## config.mk

```make
export PLATFORM = sky130hd
export DESIGN_NAME = mac_stop_accum
export DESIGN_NICKNAME = d
export VERILOG_FILES = /design/src/rtl/mac_stop_pkg.sv /design/src/rtl/mac_stop_acc_reg.sv /design/src/rtl/mac_stop_accum.sv
export SDC_FILE = /design/constraint.sdc
export NUM_CORES = 1
export LEC_CHECK = 0
export CORE_MARGIN = 4
export CORE_UTILIZATION = 40
export CTS_CLUSTER_DIAMETER = 30
export DETAILED_ROUTE_END_ITERATION = 16
export MAX_ROUTING_LAYER = met4
export PLACE_DENSITY = 0.7
export SKIP_LAST_GASP = 1
export SYNTH_ARGS = -nofsm -noshare
export SYNTH_HDL_FRONTEND = slang
export SYNTH_SLANG_ARGS = --single-unit
```

## constraint.sdc

```tcl
create_clock -name clk -period 3.6 [get_ports clk]
set_input_delay 0.36 -clock clk [delete_from_list [all_inputs] [get_ports clk]]
set_output_delay 0.36 -clock clk [all_outputs]
set_load 0.05 [all_outputs]
```

## src/rtl/mac_stop_pkg.sv

```systemverilog
// Shared types and width helpers for the MAC accumulation / write-back stage.
package mac_stop_pkg;

  typedef enum logic [1:0] {
    ST_IDLE = 2'd0,
    ST_ACC  = 2'd1,
    ST_DONE = 2'd2
  } state_e;

  localparam int unsigned DEF_M  = 2;
  localparam int unsigned DEF_K  = 2;
  localparam int unsigned DEF_N  = 2;
  localparam int unsigned DEF_DW = 32;

  // Index width that never collapses to zero bits.
  function automatic int unsigned idx_w(input int unsigned n);
    return (n > 1) ? $clog2(n) : 1;
  endfunction

  function automatic int unsigned res_w(input int unsigned dw, input int unsigned k);
    return 2 * dw + $clog2(k);
  endfunction

  localparam int unsigned DEF_ROW_W = idx_w(DEF_M);
  localparam int unsigned DEF_K_W   = idx_w(DEF_K);
  localparam int unsigned DEF_COL_W = idx_w(DEF_N);

endpackage

```

## src/rtl/mac_stop_acc_reg.sv

```systemverilog
// Running-sum register plus the captured final sum that drives result_data.
module mac_stop_acc_reg
  import mac_stop_pkg::*;
#(
  parameter int unsigned PW = 64,
  parameter int unsigned RW = 65
) (
  input  logic          clk,
  input  logic          resetn,
  input  logic [PW-1:0] product,
  input  logic          load,
  input  logic          add,
  input  logic          clear,
  input  logic          fin,
  output logic [RW-1:0] acc,
  output logic [RW-1:0] sum
);

  logic [RW-1:0] prod_ext;
  logic [RW-1:0] acc_d, acc_q;
  logic [RW-1:0] sum_d, sum_q;

  // Next accumulator / final-sum values; fin both captures the sum and empties acc.
  always_comb begin
    prod_ext = RW'(product);
    acc_d    = acc_q;
    sum_d    = sum_q;
    if (fin) begin
      sum_d = acc_q + prod_ext;
      acc_d = '0;
    end else if (clear) begin
      acc_d = '0;
    end else if (load) begin
      acc_d = prod_ext;
    end else if (add) begin
      acc_d = acc_q + prod_ext;
    end else begin
      acc_d = acc_q;
    end
  end

  // Accumulator and result registers.
  always_ff @(posedge clk or negedge resetn) begin
    if (!resetn) begin
      acc_q <= '0;
      sum_q <= '0;
    end else begin
      acc_q <= acc_d;
      sum_q <= sum_d;
    end
  end

  assign acc = acc_q;
  assign sum = sum_q;

endmodule

```

## src/rtl/mac_stop_accum.sv

```systemverilog
// Sums K tagged products per C element, writes it back, flags done and k-order errors.
module mac_stop_accum
  import mac_stop_pkg::*;
#(
  parameter int unsigned M                        = DEF_M,
  parameter int unsigned K                        = DEF_K,
  parameter int unsigned N                        = DEF_N,
  parameter int unsigned DATA_WIDTH_INIT_MATRIX   = DEF_DW,
  parameter int unsigned DATA_WIDTH_RESULT_MATRIX = res_w(DATA_WIDTH_INIT_MATRIX, K)
) (
  input  logic                                clk,
  input  logic                                resetn,
  input  logic [2*DATA_WIDTH_INIT_MATRIX-1:0] product_in,
  input  logic                                product_valid,
  input  logic [idx_w(M)-1:0]                 row_idx,
  input  logic [idx_w(K)-1:0]                 k_idx,
  input  logic [idx_w(N)-1:0]                 col_idx,
  input  logic                                clear_done,
  output logic                                result_we,
  output logic [idx_w(M)-1:0]                 result_row_addr,
  output logic [idx_w(N)-1:0]                 result_col_addr,
  output logic [DATA_WIDTH_RESULT_MATRIX-1:0] result_data,
  output logic                                accum_done,
  output logic                                seq_err,
  output logic [$clog2(M*N+1)-1:0]            elems_written
);

  localparam int unsigned RW_W = idx_w(M);
  localparam int unsigned K_W  = idx_w(K);
  localparam int unsigned CL_W = idx_w(N);
  localparam int unsigned EL_W = $clog2(M*N+1);
  localparam logic [RW_W-1:0] ROW_LAST = RW_W'(M - 1);
  localparam logic [K_W-1:0]  K_LAST   = K_W'(K - 1);
  localparam logic [CL_W-1:0] COL_LAST = CL_W'(N - 1);

  state_e            state_d, state_q;
  logic [K_W-1:0]    expk_d, expk_q;
  logic              err_d, err_q;
  logic [EL_W-1:0]   elems_d, elems_q;
  logic              we_d, we_q;
  logic [RW_W-1:0]   row_d, row_q;
  logic [CL_W-1:0]   col_d, col_q;
  logic              acc_load, acc_add, acc_clear, acc_fin;
  logic [DATA_WIDTH_RESULT_MATRIX-1:0] acc_val;

  // Next-state, k-sequence check and write-port control.
  always_comb begin
    state_d   = state_q;
    expk_d    = expk_q;
    err_d     = err_q;
    elems_d   = elems_q;
    we_d      = 1'b0;
    row_d     = row_q;
    col_d     = col_q;
    acc_load  = 1'b0;
    acc_add   = 1'b0;
    acc_clear = 1'b0;
    acc_fin   = 1'b0;
    case (state_q)
      ST_IDLE: begin
        if (product_valid && (k_idx == '0)) begin
          acc_load = 1'b1;
          expk_d   = K_W'(1);
          state_d  = ST_ACC;
        end else if (product_valid) begin
          err_d = 1'b1;
        end else begin
          state_d = ST_IDLE;
        end
      end
      ST_ACC: begin
        if (product_valid && (k_idx == expk_q) && (k_idx == K_LAST)) begin
          acc_fin = 1'b1;
          we_d    = 1'b1;
          row_d   = row_idx;
          col_d   = col_idx;
          expk_d  = '0;
          elems_d = elems_q + EL_W'(1);
          if ((row_idx == ROW_LAST) && (col_idx == COL_LAST)) begin
            state_d = ST_DONE;
          end else begin
            state_d = ST_ACC;
          end
        end else if (product_valid && (k_idx == expk_q)) begin
          acc_add = 1'b1;
          expk_d  = expk_q + K_W'(1);
        end else if (product_valid) begin
          // Out-of-order k: drop the element, restart cleanly on a fresh k=0.
          err_d = 1'b1;
          if (k_idx == '0) begin
            acc_load = 1'b1;
            expk_d   = K_W'(1);
          end else begin
            acc_clear = 1'b1;
            expk_d    = '0;
          end
        end else begin
          state_d = ST_ACC;
        end
      end
      ST_DONE: begin
        if (clear_done) begin
          state_d = ST_IDLE;
          elems_d = '0;
        end else begin
          state_d = ST_DONE;
        end
      end
      default: begin
        state_d = ST_IDLE;
      end
    endcase
  end

  // Control and write-port registers.
  always_ff @(posedge clk or negedge resetn) begin
    if (!resetn) begin
      state_q <= ST_IDLE;
      expk_q  <= '0;
      err_q   <= 1'b0;
      elems_q <= '0;
      we_q    <= 1'b0;
      row_q   <= '0;
      col_q   <= '0;
    end else begin
      state_q <= state_d;
      expk_q  <= expk_d;
      err_q   <= err_d;
      elems_q <= elems_d;
      we_q    <= we_d;
      row_q   <= row_d;
      col_q   <= col_d;
    end
  end

  mac_stop_acc_reg #(
    .PW (2*DATA_WIDTH_INIT_MATRIX),
    .RW (DATA_WIDTH_RESULT_MATRIX)
  ) u_acc (
    .clk     (clk),
    .resetn  (resetn),
    .product (product_in),
    .load    (acc_load),
    .add     (acc_add),
    .clear   (acc_clear),
    .fin     (acc_fin),
    .acc     (acc_val),
    .sum     (result_data)
  );

  assign result_we       = we_q;
  assign result_row_addr = row_q;
  assign result_col_addr = col_q;
  assign accum_done      = (state_q == ST_DONE);
  assign seq_err         = err_q;
  assign elems_written   = elems_q;

endmodule

```

# == Word-level counts from Yosys, hierarchy flattened ==
# Index checks and enable logic that the tools add are counted.
# classes
eq_ne,13
mux,41
reduce_logical,13
add_sub_neg,3
bitwise_logic,1
# ops
op,n
2-to-1 mux 65 bit,4
adder 65 x 64 -> 65 bit,1
2-to-1 mux 1 bit,23
2-to-1 mux 2 bit,7
!= test 2 bit (second input constant),6
!= test 3 bit (second input constant),3
AND reduction 3 bit,3
2-to-1 mux 3 bit,2
one-hot mux 1 bit (2 select lines),3
one-hot mux 2 bit (3 select lines),1
one-hot mux 3 bit (2 select lines),1
logical AND 1 bit,4
!= test 4 bit (second input constant),1
AND reduction 4 bit,1
nonzero test 2 bit,2
nonzero test 4 bit,1
adder 3 x 1 -> 3 bit (second input constant),1
equality test 2 x 1 -> 1 bit (second input constant),1
equality test 2 bit (second input constant),1
zero test 2 bit,1
AND reduction 2 bit,1
adder 1 bit (second input constant),1
equality test 1 bit,1
NOT 1 bit,1
# totals
word_cells,80
regBits,140
out_inout_bits,73

# == Logic depth before layout (Yosys ltp) ==
# depth
ltp_word,9
depth_mapped,13

# == Modules after synthesis ==
# From an unflattened synthesis, not the netlist that was laid out.
# unflattened
cells_unflattened,1102
hier_area_um2,9512.9
# by_module_without_submodules
module,cells_each,area_each_um2,seq_area_each_um2,n_inst
mac_stop_acc_reg,1056,9012.4,3253.1,1
mac_stop_accum,46,500.5,250.2,1

# == Worst setup path after synthesis ==
# No wires, ideal clock.
# synth_timing
path_type,input to register
from,in product_in[0]
to,"reg u_acc.acc_q[62], in the netlist u_acc.acc[62]"
setup_ns,0.069
t_arrival_ns,2.689
path_slack_ns,0.842
path_stages,13
cell_sequence,ha_1 > inv_1 > fa_1 > nor2b_4 > o211ai_2 > a31o_4 > o21bai_4 > a2111oi_4 > a31oi_4 > a31oi_4 > o21bai_2 > or3_1 > nand3_1
# synth_between
elab_chain_len,5
# synth_rtl
element,line_no,text
start: declaration,mac_stop_accum.sv:13,"input logic [2*DATA_WIDTH_INIT_MATRIX-1:0] product_in,"
adder 65 x 64 -> 65 bit,mac_stop_acc_reg.sv:36,acc_d = acc_q + prod_ext;
2-to-1 mux 65 bit,mac_stop_acc_reg.sv:35,end else if (add) begin
2-to-1 mux 65 bit,mac_stop_acc_reg.sv:33,end else if (load) begin
2-to-1 mux 65 bit,mac_stop_acc_reg.sv:31,end else if (clear) begin
2-to-1 mux 65 bit,mac_stop_acc_reg.sv:28,if (fin) begin
end signal: assignment,mac_stop_acc_reg.sv:45,acc_q <= '0;
end signal: assignment,mac_stop_acc_reg.sv:48,acc_q <= acc_d;
end: declaration,mac_stop_acc_reg.sv:20,"logic [RW-1:0] acc_d, acc_q;"
# No other way between the ends. The select of a mux whose other input is x is not followed.
# A chain may end at the register's enable or synchronous reset.

# == Worst setup path after layout ==
# layout_timing
from,in product_in[0]
to,"reg u_acc.acc_q[54], in the netlist u_acc.acc[54]"
# Same word-level chain as after synthesis.

==> metrics.md <==
| Metric | Value |
|---|---|
| Status | complete, but fails checks |
| Failing checks | hold timing |
| CTS tree | done |
| RSZ-0062 raised after global routing | no |
| Post-Synth XOR/XNOR Area | 0.0572 |
| CP delay by family, top | compound AO/OA/AOI/OAI gates |
| Vias in the first global route | between 9k and 10k |
| I/O Buffers | approximately 140 |
| Area Growth Syn to Fin | 25.4% |
| Final Hold Fails | 9 |
| PwrDens | around 820 nW/um^2 |
| Number of synthesized flops with an enable pin | 0 |
| Yosys cell types | 71 |
| Async SR Flop Fraction | 1.00 |
| Post-route ant nets | 0 |
| Max Transition Viols Final | 0 |
| Worst R2R Start | u_acc.acc[0]$_DFFE_PN0P_ |
| Simple logic cell fraction of the synthesized area | 0.169 |
| DRT iter0 DRCs | roughly 670 |
| Initial Utilization | 0.409 |
| Dominant synthesized flop cell | dfrtp_1 |
| Period minus WS final | approximately 3200 ps |
| Number of setup violations in the final report | 0 |
| Htree depth | 4 |
| CP endpoint | u_acc.acc[54]$_DFFE_PN0P_ |
| Hpwl dp | about 21 mm |
| Post-cts resize count | 0 |
| CP cell instances | clkdlybuf4s50_1 -> ha_1 -> inv_1 -> fa_1 -> nor2b_4 -> o211ai_2 -> a31o_4 -> o21ai_0 -> a31oi_1 -> o21a_1 -> o21ai_0 -> buf_4 -> xnor2_1 -> o21ai_0 |
| Mean routed wirelength per cell | about 18 um |
| Worst Setup Start Kind | primary input |
| IO Count | 144 |
| R2r worst-path depth | 13 |
| CTS sink cnt | 140 |
| Vias per cell | about 5.6 |
| Largest family of logic cells by synthesized area | compound AO/OA/AOI/OAI gates |
| Core area | approximately 24,000 um^2 |
| Die Wd | roughly 160 um |
| Global placer's final weighted congestion | between 0.9 and 1 |
| Hold buffer count at CTS | 0 |
| Tot GR Track Use | 0.221 |
| Total Die Area | approximately 27,000 um^2 |
| Reg-to-reg critical path endpoint | u_acc.acc[54]$_DFFE_PN0P_ |
| Worst slew pin tran | a little over 900 ps |
| CP Max Fanout | 5 |
| Worst hold slack | -40.5 ps |
| Share of layout cells above drive strength 1 | 0.0815 |
| Most used cell, CP | o21ai_0 |
| Grt ovf | 0 |
| WP data required | between 3000 and 4000 ps |
| Mapped cell area | about 9700 um^2 |
| Maximum clock insertion buffer count | 2 |
| Worst Setup SP | product_in[0] |
| Drt total wl | approximately 28 mm |
| Stages on worst setup path | 14 |
| Critical path class | in2reg |
| Mux cell area share after synthesis | 0.0167 |
| Buf+Inv Stages, Crit Path | 3 |
| Reg-to-reg slack, setup | roughly 430 ps |
| Clock transition at path regs | approximately 70 ps |
| Slowest-stage cell, CP | clkdlybuf4s50_1 |
| Worst hold path type | in2async |
| Headroom to the max-slew limit | 0.383 |
| DRT Pass-1 Iters | 5 |
| Final Cycle Share | 0.900 |
| Initial antenna violation count | 2 |
| Syn Nets | 1,289 |
| Post-CTS setup buffers | 0 |
| Peak supply drop | between 0.5 and 0.6 mV |
| DP Area | roughly 12,000 um^2 |
| Sequential-to-total area share from yosys stat | 0.363 |
| Clock buffer count from CTS | 17 |
| Largest net degree at the start of global routing | 86 |
| #FFs+latches synth | between 100 and 150 |
| Crit-path max cell delay | 490 ps |
| CP endpoint kind | flop |
| First-pass GRT wire length | 46.4 mm |
| Max Freq | roughly 0.31 GHz |
| Vias | between 8k and 9k |
| Residual DRC | 0 |
| Clk_skew | approximately 11 ps |
| Post-synthesis adder-cell area fraction | 0.0863 |
| Layout net count | 1,415 |
| Placement row count | 56 |
| P_leak | around 5.4 nW |
| Max-cap violations | 0 |
| Compound-Gate Fraction of Synth Area | 0.266 |
| Worst-Skew Late Latency | ~440 ps |
| Yosys warning count | 0 |
| Die Y | about 160 um |
| Synth Instances | 1,152 |
| Synthesized area per cell | between 8 and 9 um^2 |
| Critical Path AT | between 3000 and 4000 ps |
| Design area | around 12,000 um^2 |
| Total negative slack | 0 ps |
| Clk root buf | clkbuf_16 |
## cells in the final DEF (no fill, tap or decap), types with 24 or more instances in the layout
cell type,instances
buf_4,40
inv_1,25
clkdlybuf4s50_1,142
xor2_1,27
xnor2_1,36
dfrtp_1,140
nand4_1,31
o21ai_0,136
nand2_1,217
a32oi_1,24
a21oi_1,85
ha_1,65
nor2_1,58
a21o_1,38
## cell usage after synthesis, types with 6 or more instances
| master | number | area share |
|---|---|---|
| o21ai_0 | 137 | 0.071 |
| a211oi_1 | 6 | 0.0047 |
| buf_2 | 22 | 0.011 |
| ha_1 | 65 | 0.084 |
| o21bai_1 | 9 | 0.0070 |
| nand2_1 | 217 | 0.084 |
| nor2b_1 | 6 | 0.0039 |
| xor2_1 | 27 | 0.024 |
| nor3_1 | 11 | 0.0057 |
| o21ai_1 | 8 | 0.0041 |
| nand4_1 | 31 | 0.020 |
| o211ai_1 | 7 | 0.0054 |
| inv_1 | 25 | 0.0097 |
| a32oi_1 | 24 | 0.022 |
| a21oi_1 | 85 | 0.044 |
| a22o_1 | 12 | 0.011 |
| a31oi_1 | 14 | 0.0091 |
| dfrtp_1 | 140 | 0.36 |
| xnor2_1 | 36 | 0.033 |
| a21o_1 | 38 | 0.030 |
| o21a_1 | 7 | 0.0054 |
| nand3_1 | 23 | 0.012 |
| clkbuf_1 | 52 | 0.020 |
| nor2_1 | 59 | 0.023 |
| mux2i_1 | 15 | 0.016 |
## power breakdown
part / internal [mW] / switching (mW)
clock: 1.12 / 0.720
sequential: 2.14 / 0.321
combinational: 2.02 / 3.62
## kinds of logic after synthesis
| family | count (synthesis) |
|---|---|
| AND/OR/NAND/NOR | 373 |
| adder cells (fa/ha/maj) | 66 |
| multiplexers | 16 |
| XOR/XNOR | 63 |
| buffers and inverters | 102 |
| AO/OA/AOI/OAI | 392 |
| flip-flops | 140 |
## flip-flops by register name, summed over array words and instances (netlist names)
signal and flops:
u_acc.acc 65, u_acc.sum 65, elems_written 3, state_q 2, expk_q 1, result_col_addr 1
result_row_addr 1, result_we 1, seq_err 1
## worst min path at each step
stage,endpoint,cells past startpoint
floorplan,elems_written[0]$_DFFE_PN0P_,0
global placement,state_q[0]$_DFFE_PN0P_,1
detailed placement,state_q[0]$_DFFE_PN0P_,1
CTS,expk_q$_DFFE_PN0P_,1
global route,state_q[1]$_DFFE_PN0P_,1
finish,state_q[0]$_DFFE_PN0P_,1
## layout make-up
class | instances | area [um^2]
multi-input cells | 910 | 5760
repair buffers | 184 | 1750
clock inverters | 11 | 144
diodes | 2 | 5.00
inverters | 25 | 93.8
well taps | 319 | 399
fillers | 2248 | 11500
clock buffers | 19 | 453
flip-flops and latches | 140 | 3500
## metrics by stage
stage / power (mW) / setup WS, ps / util / hold slack, ps / cells
floorplan: 6.29 / 842 / - / 64.4 / 1152
global placement: 8.03 / 30.4 / 0.487 / 436 / 1578
detailed placement: 8.08 / -33.0 / 0.487 / 447 / 1578
CTS: 9.97 / 408 / 0.513 / 28.1 / 1608
global route: 10.6 / 161 / 0.513 / 67.9 / 1610
finish: 9.93 / 359 / 0.513 / -40.5 / 1610
## routing by layer
metal	vias to the layer above	part of all wire	GRT usage
met5	-	0	-
met4	0	0.023	0.0694
met3	53	0.051	0.0384
met2	269	0.47	0.360
met1	4243	0.45	0.283
li1	4395	-	-
Note: power is estimated with default switching activity, not from simulation.
